===== config.mk =====
export PLATFORM = sky130hd
export DESIGN_NAME = flit_eject_ni
export DESIGN_NICKNAME = d
export VERILOG_FILES = /design/src/rtl/flit_eject_ni.sv
export SDC_FILE = /design/constraint.sdc
export NUM_CORES = 1
export LEC_CHECK = 0
export ABC_CLOCK_PERIOD_IN_PS = 9300
export CAP_MARGIN = 5
export CORE_MARGIN = 2
export CORE_UTILIZATION = 33
export DETAILED_ROUTE_END_ITERATION = 8
export SLEW_MARGIN = 0
export SYNTH_ARGS = -nofsm -noshare
export SYNTH_HDL_FRONTEND = slang
export SYNTH_SLANG_ARGS = --single-unit

===== constraint.sdc =====
create_clock -name CLK -period 9.3 [get_ports CLK]
set_clock_uncertainty 0.1 [all_clocks]
set_input_delay 1.395 -clock CLK [delete_from_list [all_inputs] [get_ports CLK]]
set_output_delay 1.395 -clock CLK [all_outputs]
set_load 0.1 [all_outputs]

===== src/rtl/flit_eject_ni.sv =====
// flit_eject_ni: ejection network interface for one NoC node.
// Flits from the router's receive port are buffered in one FIFO per virtual channel.
// A two-state arbiter picks the VC to present to the consumer. Once a packet has
// started, that VC stays locked until its tail has been delivered (wormhole order).
// Each consumed flit returns one credit to the router on the following cycle.
module flit_eject_ni #(
    parameter logic [3:0]  NODE_ID  = 4'd2,
    parameter int unsigned VC_DEPTH = 4
) (
    input  logic        CLK,
    input  logic        RST_N,
    input  logic [70:0] flit_in,
    output logic [1:0]  credit_out,
    output logic        deq_valid,
    input  logic        deq_ready,
    output logic [63:0] deq_data,
    output logic        deq_vc,
    output logic        deq_tail,
    output logic [3:0]  deq_dest,
    output logic [15:0] pkt_count,
    output logic        overflow_err,
    output logic        misroute_err
);

    localparam int unsigned PTR_W = (VC_DEPTH > 1) ? $clog2(VC_DEPTH) : 1;
    localparam int unsigned CNT_W = $clog2(VC_DEPTH + 1);
    localparam logic [PTR_W-1:0] PTR_LAST = PTR_W'(VC_DEPTH - 1);
    localparam logic [CNT_W-1:0] CNT_FULL = CNT_W'(VC_DEPTH);

    typedef enum logic [0:0] {
        StIdle,
        StLock
    } arb_state_e;

    // Circular pointer advance; depth need not be a power of two
    function automatic logic [PTR_W-1:0] ptr_inc(input logic [PTR_W-1:0] p);
        return (p == PTR_LAST) ? '0 : p + PTR_W'(1);
    endfunction

    // Incoming flit fields
    logic        in_valid;
    logic        in_tail;
    logic [3:0]  in_dest;
    logic        in_vc;
    logic [63:0] in_data;

    assign in_valid = flit_in[70];
    assign in_tail  = flit_in[69];
    assign in_dest  = flit_in[68:65];
    assign in_vc    = flit_in[64];
    assign in_data  = flit_in[63:0];

    // Per-VC FIFO storage: entry = {tail, dest, data}
    logic [68:0]      fifo_mem_q [2][VC_DEPTH];
    logic [PTR_W-1:0] rd_ptr_q   [2];
    logic [PTR_W-1:0] rd_ptr_d   [2];
    logic [PTR_W-1:0] wr_ptr_q   [2];
    logic [PTR_W-1:0] wr_ptr_d   [2];
    logic [CNT_W-1:0] cnt_q      [2];
    logic [CNT_W-1:0] cnt_d      [2];

    logic [1:0] not_empty;
    logic [1:0] pop_vc;
    logic [1:0] push_vc;
    logic [1:0] full_after_pop;
    logic       drop;
    logic       misroute_set;

    // Arbiter state and registered outputs
    arb_state_e  state_q;
    logic        lock_vc_q;
    logic        last_vc_q;
    logic [1:0]  credit_q;
    logic [15:0] pkt_count_q;
    logic        overflow_q;
    logic        misroute_q;

    logic        sel_vc;
    logic        present;
    logic        pop;
    logic [68:0] head;

    assign not_empty[0] = (cnt_q[0] != '0);
    assign not_empty[1] = (cnt_q[1] != '0);

    // VC selection: locked VC only while a packet is in flight, else round-robin on ties
    always_comb begin
        sel_vc  = 1'b0;
        present = 1'b0;
        if (state_q == StLock) begin
            sel_vc  = lock_vc_q;
            present = not_empty[lock_vc_q];
        end else begin
            present = |not_empty;
            sel_vc  = (&not_empty) ? ~last_vc_q : ~not_empty[0];
        end
    end

    assign head = fifo_mem_q[sel_vc][rd_ptr_q[sel_vc]];
    assign pop  = present & deq_ready;

    // Presented flit; all fields forced to zero when nothing is presented
    always_comb begin
        deq_valid = present;
        deq_data  = '0;
        deq_vc    = 1'b0;
        deq_tail  = 1'b0;
        deq_dest  = '0;
        if (present) begin
            deq_data = head[63:0];
            deq_vc   = sel_vc;
            deq_tail = head[68];
            deq_dest = head[67:64];
        end
    end

    // FIFO next state; fullness is judged after a same-edge pop from the same VC
    always_comb begin
        for (int v = 0; v < 2; v++) begin
            pop_vc[v]         = pop && (sel_vc == 1'(v));
            full_after_pop[v] = (cnt_q[v] == CNT_FULL) && !pop_vc[v];
            push_vc[v]        = in_valid && (in_vc == 1'(v)) && !full_after_pop[v];
            rd_ptr_d[v]       = pop_vc[v] ? ptr_inc(rd_ptr_q[v]) : rd_ptr_q[v];
            wr_ptr_d[v]       = push_vc[v] ? ptr_inc(wr_ptr_q[v]) : wr_ptr_q[v];
            cnt_d[v]          = cnt_q[v] + CNT_W'(push_vc[v]) - CNT_W'(pop_vc[v]);
        end
        drop         = in_valid && full_after_pop[in_vc];
        misroute_set = in_valid && !full_after_pop[in_vc] && (in_dest != NODE_ID);
    end

    // FIFO pointers and occupancy; reset empties both FIFOs
    always_ff @(posedge CLK or negedge RST_N) begin
        if (!RST_N) begin
            for (int v = 0; v < 2; v++) begin
                rd_ptr_q[v] <= '0;
                wr_ptr_q[v] <= '0;
                cnt_q[v]    <= '0;
            end
        end else begin
            for (int v = 0; v < 2; v++) begin
                rd_ptr_q[v] <= rd_ptr_d[v];
                wr_ptr_q[v] <= wr_ptr_d[v];
                cnt_q[v]    <= cnt_d[v];
            end
        end
    end

    // FIFO payload storage; contents are don't-care while the slot is empty
    always_ff @(posedge CLK) begin
        for (int v = 0; v < 2; v++) begin
            if (push_vc[v]) begin
                fifo_mem_q[v][wr_ptr_q[v]] <= {in_tail, in_dest, in_data};
            end
        end
    end

    // Arbiter FSM with credit return and packet counter
    always_ff @(posedge CLK or negedge RST_N) begin
        if (!RST_N) begin
            state_q     <= StIdle;
            lock_vc_q   <= 1'b0;
            last_vc_q   <= 1'b1;
            credit_q    <= 2'b00;
            pkt_count_q <= '0;
        end else begin
            credit_q <= pop ? {1'b1, sel_vc} : 2'b00;
            if (pop) begin
                last_vc_q <= sel_vc;
                if (head[68]) begin
                    pkt_count_q <= pkt_count_q + 16'd1;
                end
                case (state_q)
                    StIdle: begin
                        if (!head[68]) begin
                            state_q   <= StLock;
                            lock_vc_q <= sel_vc;
                        end
                    end
                    StLock: begin
                        if (head[68]) begin
                            state_q <= StIdle;
                        end
                    end
                    default: state_q <= StIdle;
                endcase
            end
        end
    end

    // Sticky error flags, cleared only by reset
    always_ff @(posedge CLK or negedge RST_N) begin
        if (!RST_N) begin
            overflow_q <= 1'b0;
            misroute_q <= 1'b0;
        end else begin
            if (drop) begin
                overflow_q <= 1'b1;
            end
            if (misroute_set) begin
                misroute_q <= 1'b1;
            end
        end
    end

    assign credit_out   = credit_q;
    assign pkt_count    = pkt_count_q;
    assign overflow_err = overflow_q;
    assign misroute_err = misroute_q;

endmodule

Word-level counts from Yosys, hierarchy flattened:

Memories as Yosys holds them, arrays and structs flattened.
Index checks and enable logic that the tools add are counted.

* register bits after elaboration: 37
* latch bits: 0
* memory bits (writable): 552
* memory bits (read-only): 0
* bits of input ports: 74
* word-level logic and storage cells: 108
* memories: 1

Memories
* fifo_mem_q: depth 2, bits a word 276, rd ports 1, clocked after Yosys merged registers in 0, write ports 1, RTL line 54 `logic [68:0] fifo_mem_q [2][VC_DEPTH];`

* $add $sub $neg: 9
* multipliers: 0
* div/mod/pow operators: 0
* magnitude comparators: 8
* equality and inequality tests: 7
* shift operators: 0
* multiplexer cells: 34
* bitwise gates (word level): 11
* reductions and logical operators: 25

Operators by type and width (count)
* $mux W276: 4
* $demux W69 S2: 2
* $mux W69: 4
* $reduce_or A276 Y1: 1
* $bmux W69 S2: 1
* $mux W64: 1
* $add A16 B1 Y16 const B: 1
* $mux W2: 8
* $logic_and A1 B1 Y1: 13
* $mux W1: 13
* $ge A3 B3 Y1 const B: 3
* $not A2 Y3: 3
* $add A2 B1 Y2 const B: 4
* $eq A2 B2 Y1 const B: 4
* $add A3 B1 Y3: 2
* $eq A3 B3 Y1 const B: 2
* $lt A3 B1 Y1 const B: 2
* $not A1 Y1: 6
* $reduce_bool A3 Y1: 2
* $sub A3 B1 Y3: 2
* $logic_not A1 Y1: 5
* $lt A1 B2 Y1 const B: 2
* $mux W4: 1
* $ne A4 B2 Y1 const B: 1
* other kinds (6): 7

Depth between registers and ports, before layout:

* depth in word-level cells: 14
* gate-level depth with buffers: 12
* gate-level depth less buffers: 12

Worst setup path after synthesis:

OpenSTA, ideal clock, no wires.

* path kind: input to register
* from: input deq_ready
* to: memory fifo_mem_q[0][0] in the netlist's numbering (enable)
* data arrival time: 4.984 ns
* setup slack: 3.719 ns
* stages on the path: 4
* path buffers: 0
* cells stage by stage: nand3_1 -> a21oi_1 -> o21ai_1 -> nor2_1

* elaborated cells between the ends (all ways): 18

RTL lines
* start: declaration: RTL line 15 `input logic deq_ready,`
* $and A1 B1 Y1: RTL line 100 `assign pop = present & deq_ready;`
* $logic_and A1 B1 Y1: RTL line 120 `pop_vc[v] = pop && (sel_vc == 1'(v));`
* named net pop_vc[0]: RTL line 63 `logic [1:0] pop_vc;`
* $logic_not A1 Y1: RTL line 121 `full_after_pop[v] = (cnt_q[v] == CNT_FULL) && !pop_vc[v];`
* $logic_and A1 B1 Y1: RTL line 121
* $logic_not A1 Y1: RTL line 122 `push_vc[v] = in_valid && (in_vc == 1'(v)) && !full_after_pop[v];`
* $logic_and A1 B1 Y1: RTL line 122
* $mux W1: RTL line 151 `if (push_vc[v]) begin`
* $mux W276 (not written as such): RTL line 152 `fifo_mem_q[v][wr_ptr_q[v]] <= {in_tail, in_dest, in_data};`
* $mux W276 (no line)
* end: declaration: RTL line 54

The timed path passes the listed nets, and every way through them passes these cells.

Worst setup path after layout:

* from: register cnt_q[4] in the netlist's numbering
* to: output deq_data[23]

* longest elaborated chain between the ends: 13
* elaborated cells between the ends (all ways): 19

RTL lines
* start: declaration: RTL line 59 `logic [CNT_W-1:0] cnt_q [2];`
* start signal: indexed assignment: RTL line 143 `cnt_q[v] <= cnt_d[v];`
* $reduce_bool A3 Y1 (*): RTL line 83 `assign not_empty[0] = (cnt_q[0] != '0);`
* $reduce_and A2 Y1 or $not A1 Y1 (tied branches): RTL line 95 `sel_vc = (&not_empty) ? ~last_vc_q : ~not_empty[0];`
* $mux W1: RTL line 95
* $mux W1: RTL line 90 `if (state_q == StLock) begin`
* $not A1 Y2 (not written as such): RTL line 99 `assign head = fifo_mem_q[sel_vc][rd_ptr_q[sel_vc]];`
* $mux W2 (not written as such) (3 in series): RTL line 99
* $not A2 Y3 (not written as such): RTL line 99
* $bmux W69 S2: RTL line 99
* $mux W69 (not written as such) (2 in series): RTL line 99
* $mux W64 (*): RTL line 109 `if (present) begin`
* end: declaration: RTL line 16 `output logic [63:0] deq_data,`

Every way passes the cells marked *; elsewhere a longest branch is shown, timed or not. The select of a mux whose other input is x is not followed.

==> results.md <==
- Worst setup EP type: output port
- Slew HR: a little under a quarter
- Actual slew at the worst max-slew pin: 1150 ps
- Drt total wl: about 56000 um
- CTS buffer count: 66
- Syn_nets: around 1500
- Syn avg cell area: 16.6 um2
- Final instance area: ~29000 um2
- Worst EP required: about 7800 ps
- Worst Hold Class: flip-flop to flip-flop
- Pre-CTS setup slack: between 2000 and 3000 ps
- GRT Total Usage: between 10% and 20%
- FP Rows: just under 100
- Vias per cell: slightly below 5
- Vias: 12800
- Leading area contributor after synthesis: edfxtp_1
- Max cap viols: 0
- CTS Buffer Depth: 3
- CP startpoint: cnt_q[4]$_DFF_PN0_
- Hold Startpoint: overflow_err$_DFFE_PN0P_
- Commonest non-fill, non-tap cell in the layout: edfxtp_1
- Arrival time worst endpoint: between 5000 and 6000 ps
- Flop-to-flop setup slack: roughly 5200 ps
- Fmax: 141 MHz
- R2R Path End: fifo_mem_q[0][32]$_DFFE_PP_
- DR DRC count: 0
- Die Y: approximately 270 um
- Leading post-synthesis cells by cell area: edfxtp_1, mux2_2, mux2i_1, o211ai_1, dfrtp_1
- Hold_buf cts: 0
- Starting Density: approximately 33%
- Final Cycle Share: 76.5%
- Nets: 1692
- Root Buffer: clkbuf_16
- I/O Pins: ~170
- Register clock-pin slew on the reported worst setup and hold paths: roughly 60 ps
- Largest net degree at the start of global routing: around 220
- Htree depth: 3
- RSZ-0062 raised after global routing: no
- IO buf count: between 150 and 200
- Number of distinct library cells after synthesis: 47
- Path depth of the worst reg2reg path: 6
- Commonest cells after routing, fill and taps aside: edfxtp_1, clkdlybuf4s50_1, nand2_1, mux2_2
- Seq/Total Area, Yosys: 73.7%
- Post-CTS setup buffers: 0
- Final setup TNS: 0 ps
- Hold EP: overflow_err$_DFFE_PN0P_
- Synthesized instance count: 1434
- Area Growth Syn to Fin: 20.9%
- Post-DP Area: ~26000 um2
- Clock Latency Late Sink: between 600 and 700 ps
- Die ar.: approximately 74000 um2
- Number of synthesized flops with an enable pin: 552
- Most used DFF post-synth: edfxtp_1
- Synth warn: 0
- Worst setup margin: between 2000 and 2500 ps
- Clk sink count: between 500 and 600
- Register bit total from synthesis: slightly below 600
- CORE AREA: approximately 71000 um2
- Share of layout cells above drive strength 1: between 10% and 20%
- Grt ovf: 0
- Crit path max fanout: 62
- Fin. max-slew vios: 0
- Vias in the first global route: ~13000
- Global-route wire length before repair: roughly 84000 um
- Routed Antenna Nets: 0
- WHS Path Cells: 1
- R2R Path Start: cnt_q[1]$_DFF_PN0_
- Die width: roughly 270 um
- RePlAce Congestion: between 0.7 and 0.8
- CTS tree: built
- Final min period: about 7100 ps
- Crit Path Class: flip-flop to output port
- Mapped Area: 23700 um2
- Nature of the critical path startpoint: flip-flop
- Fraction of registers with async set/reset: 6.28%
- Status: finished clean
- Iter 0 DRT Violations: roughly 730
- Hold WS: roughly 370 ps
- CTS resizes: 0
- DRT Pass-1 Iters: 5
- Share of the synthesized area in the top cell type: between 60% and 70%
- Routed length per instance: ~22 um
- HPWL after DPL: 29300 um
- Final setup viols: 0
- Final hold viol count: 0
- Initial antenna violation count: 9
[kinds of logic after synthesis]
group,count (synthesis),synth area share (%)
AOI/OAI and AO/OA,214,6.14
xor gates and xnor gates,19,0.701
adders and majority gates,17,0.959
buffers and inverters,102,1.68
DFF,589,73.7
muxes,287,13.0
and+or+nand+nor,206,3.84
[per-layer routing]
layer  global-route usage, %  share of wire, %  up-vias
met5                       0              0.11        -
met4                    5.84               2.5       10
met3                    3.26               4.5       97
met2                    25.1                49      248
met1                    19.1                44     6543
li1                        -                 -     5910
[critical path: stages, from the launching register on]
cell	delay, ps
dfrtp_1	410
or4_4	570
o311ai_4	80
buf_4	590
mux2i_4	700
buf_4	810
o211ai_1	200
a21oi_1	340
clkdlybuf4s50_1	1200
[cells in the mapped netlist (all sizes together) (14+ instances only)]
library cell  instances
edfxtp              552
nand2               148
mux2                147
mux2i               138
o211ai              137
a21oi                70
clkbuf               65
dfrtp                36
buf                  19
inv                  18
nor2                 17
ha                   15
xor2                 14
[stage by stage]
stage | util, % | instances
after floorplan | - | 1434
after global placement | 37.1 | 2483
after detailed placement | 37.1 | 2483
after CTS | 40.2 | 2604
after global routing | 40.2 | 2608
final | 40.2 | 2608
[cell type report]
| type | instances | area, um2 |
|---|---|---|
| diodes | 4 | 10.0 |
| clock buffers | 75 | 1690 |
| clock inverters | 46 | 543 |
| fillers | 6507 | 42600 |
| inverters | 18 | 67.6 |
| multi-input cells | 743 | 5910 |
| flip-flops and latches | 589 | 17500 |
| well taps | 950 | 1190 |
| repair buffers | 183 | 1810 |
[flip-flops by register name, indices dropped and copies added, names as in the netlist]
name	cells
wr_ptr_q	4
pkt_count	16
state_q	1
cnt_q	6
lock_vc_q	1
credit_out	2
overflow_err	1
last_vc_q	1
misroute_err	1
rd_ptr_q	4
fifo_mem_q	552
[worst max path at each step]
stage,end,cells after the start,slack [ps]
final,deq_data[23],8,2190
after CTS,deq_data[12],8,2200
after global placement,deq_data[25],8,2800
after detailed placement,deq_data[25],8,2830
after floorplan,fifo_mem_q[0][0]$_DFFE_PP_,4,3720
after global routing,deq_data[19],8,1980
Power is not shown: default switching activity piles up to over one toggle a cycle in this logic, so the estimate is an artifact.
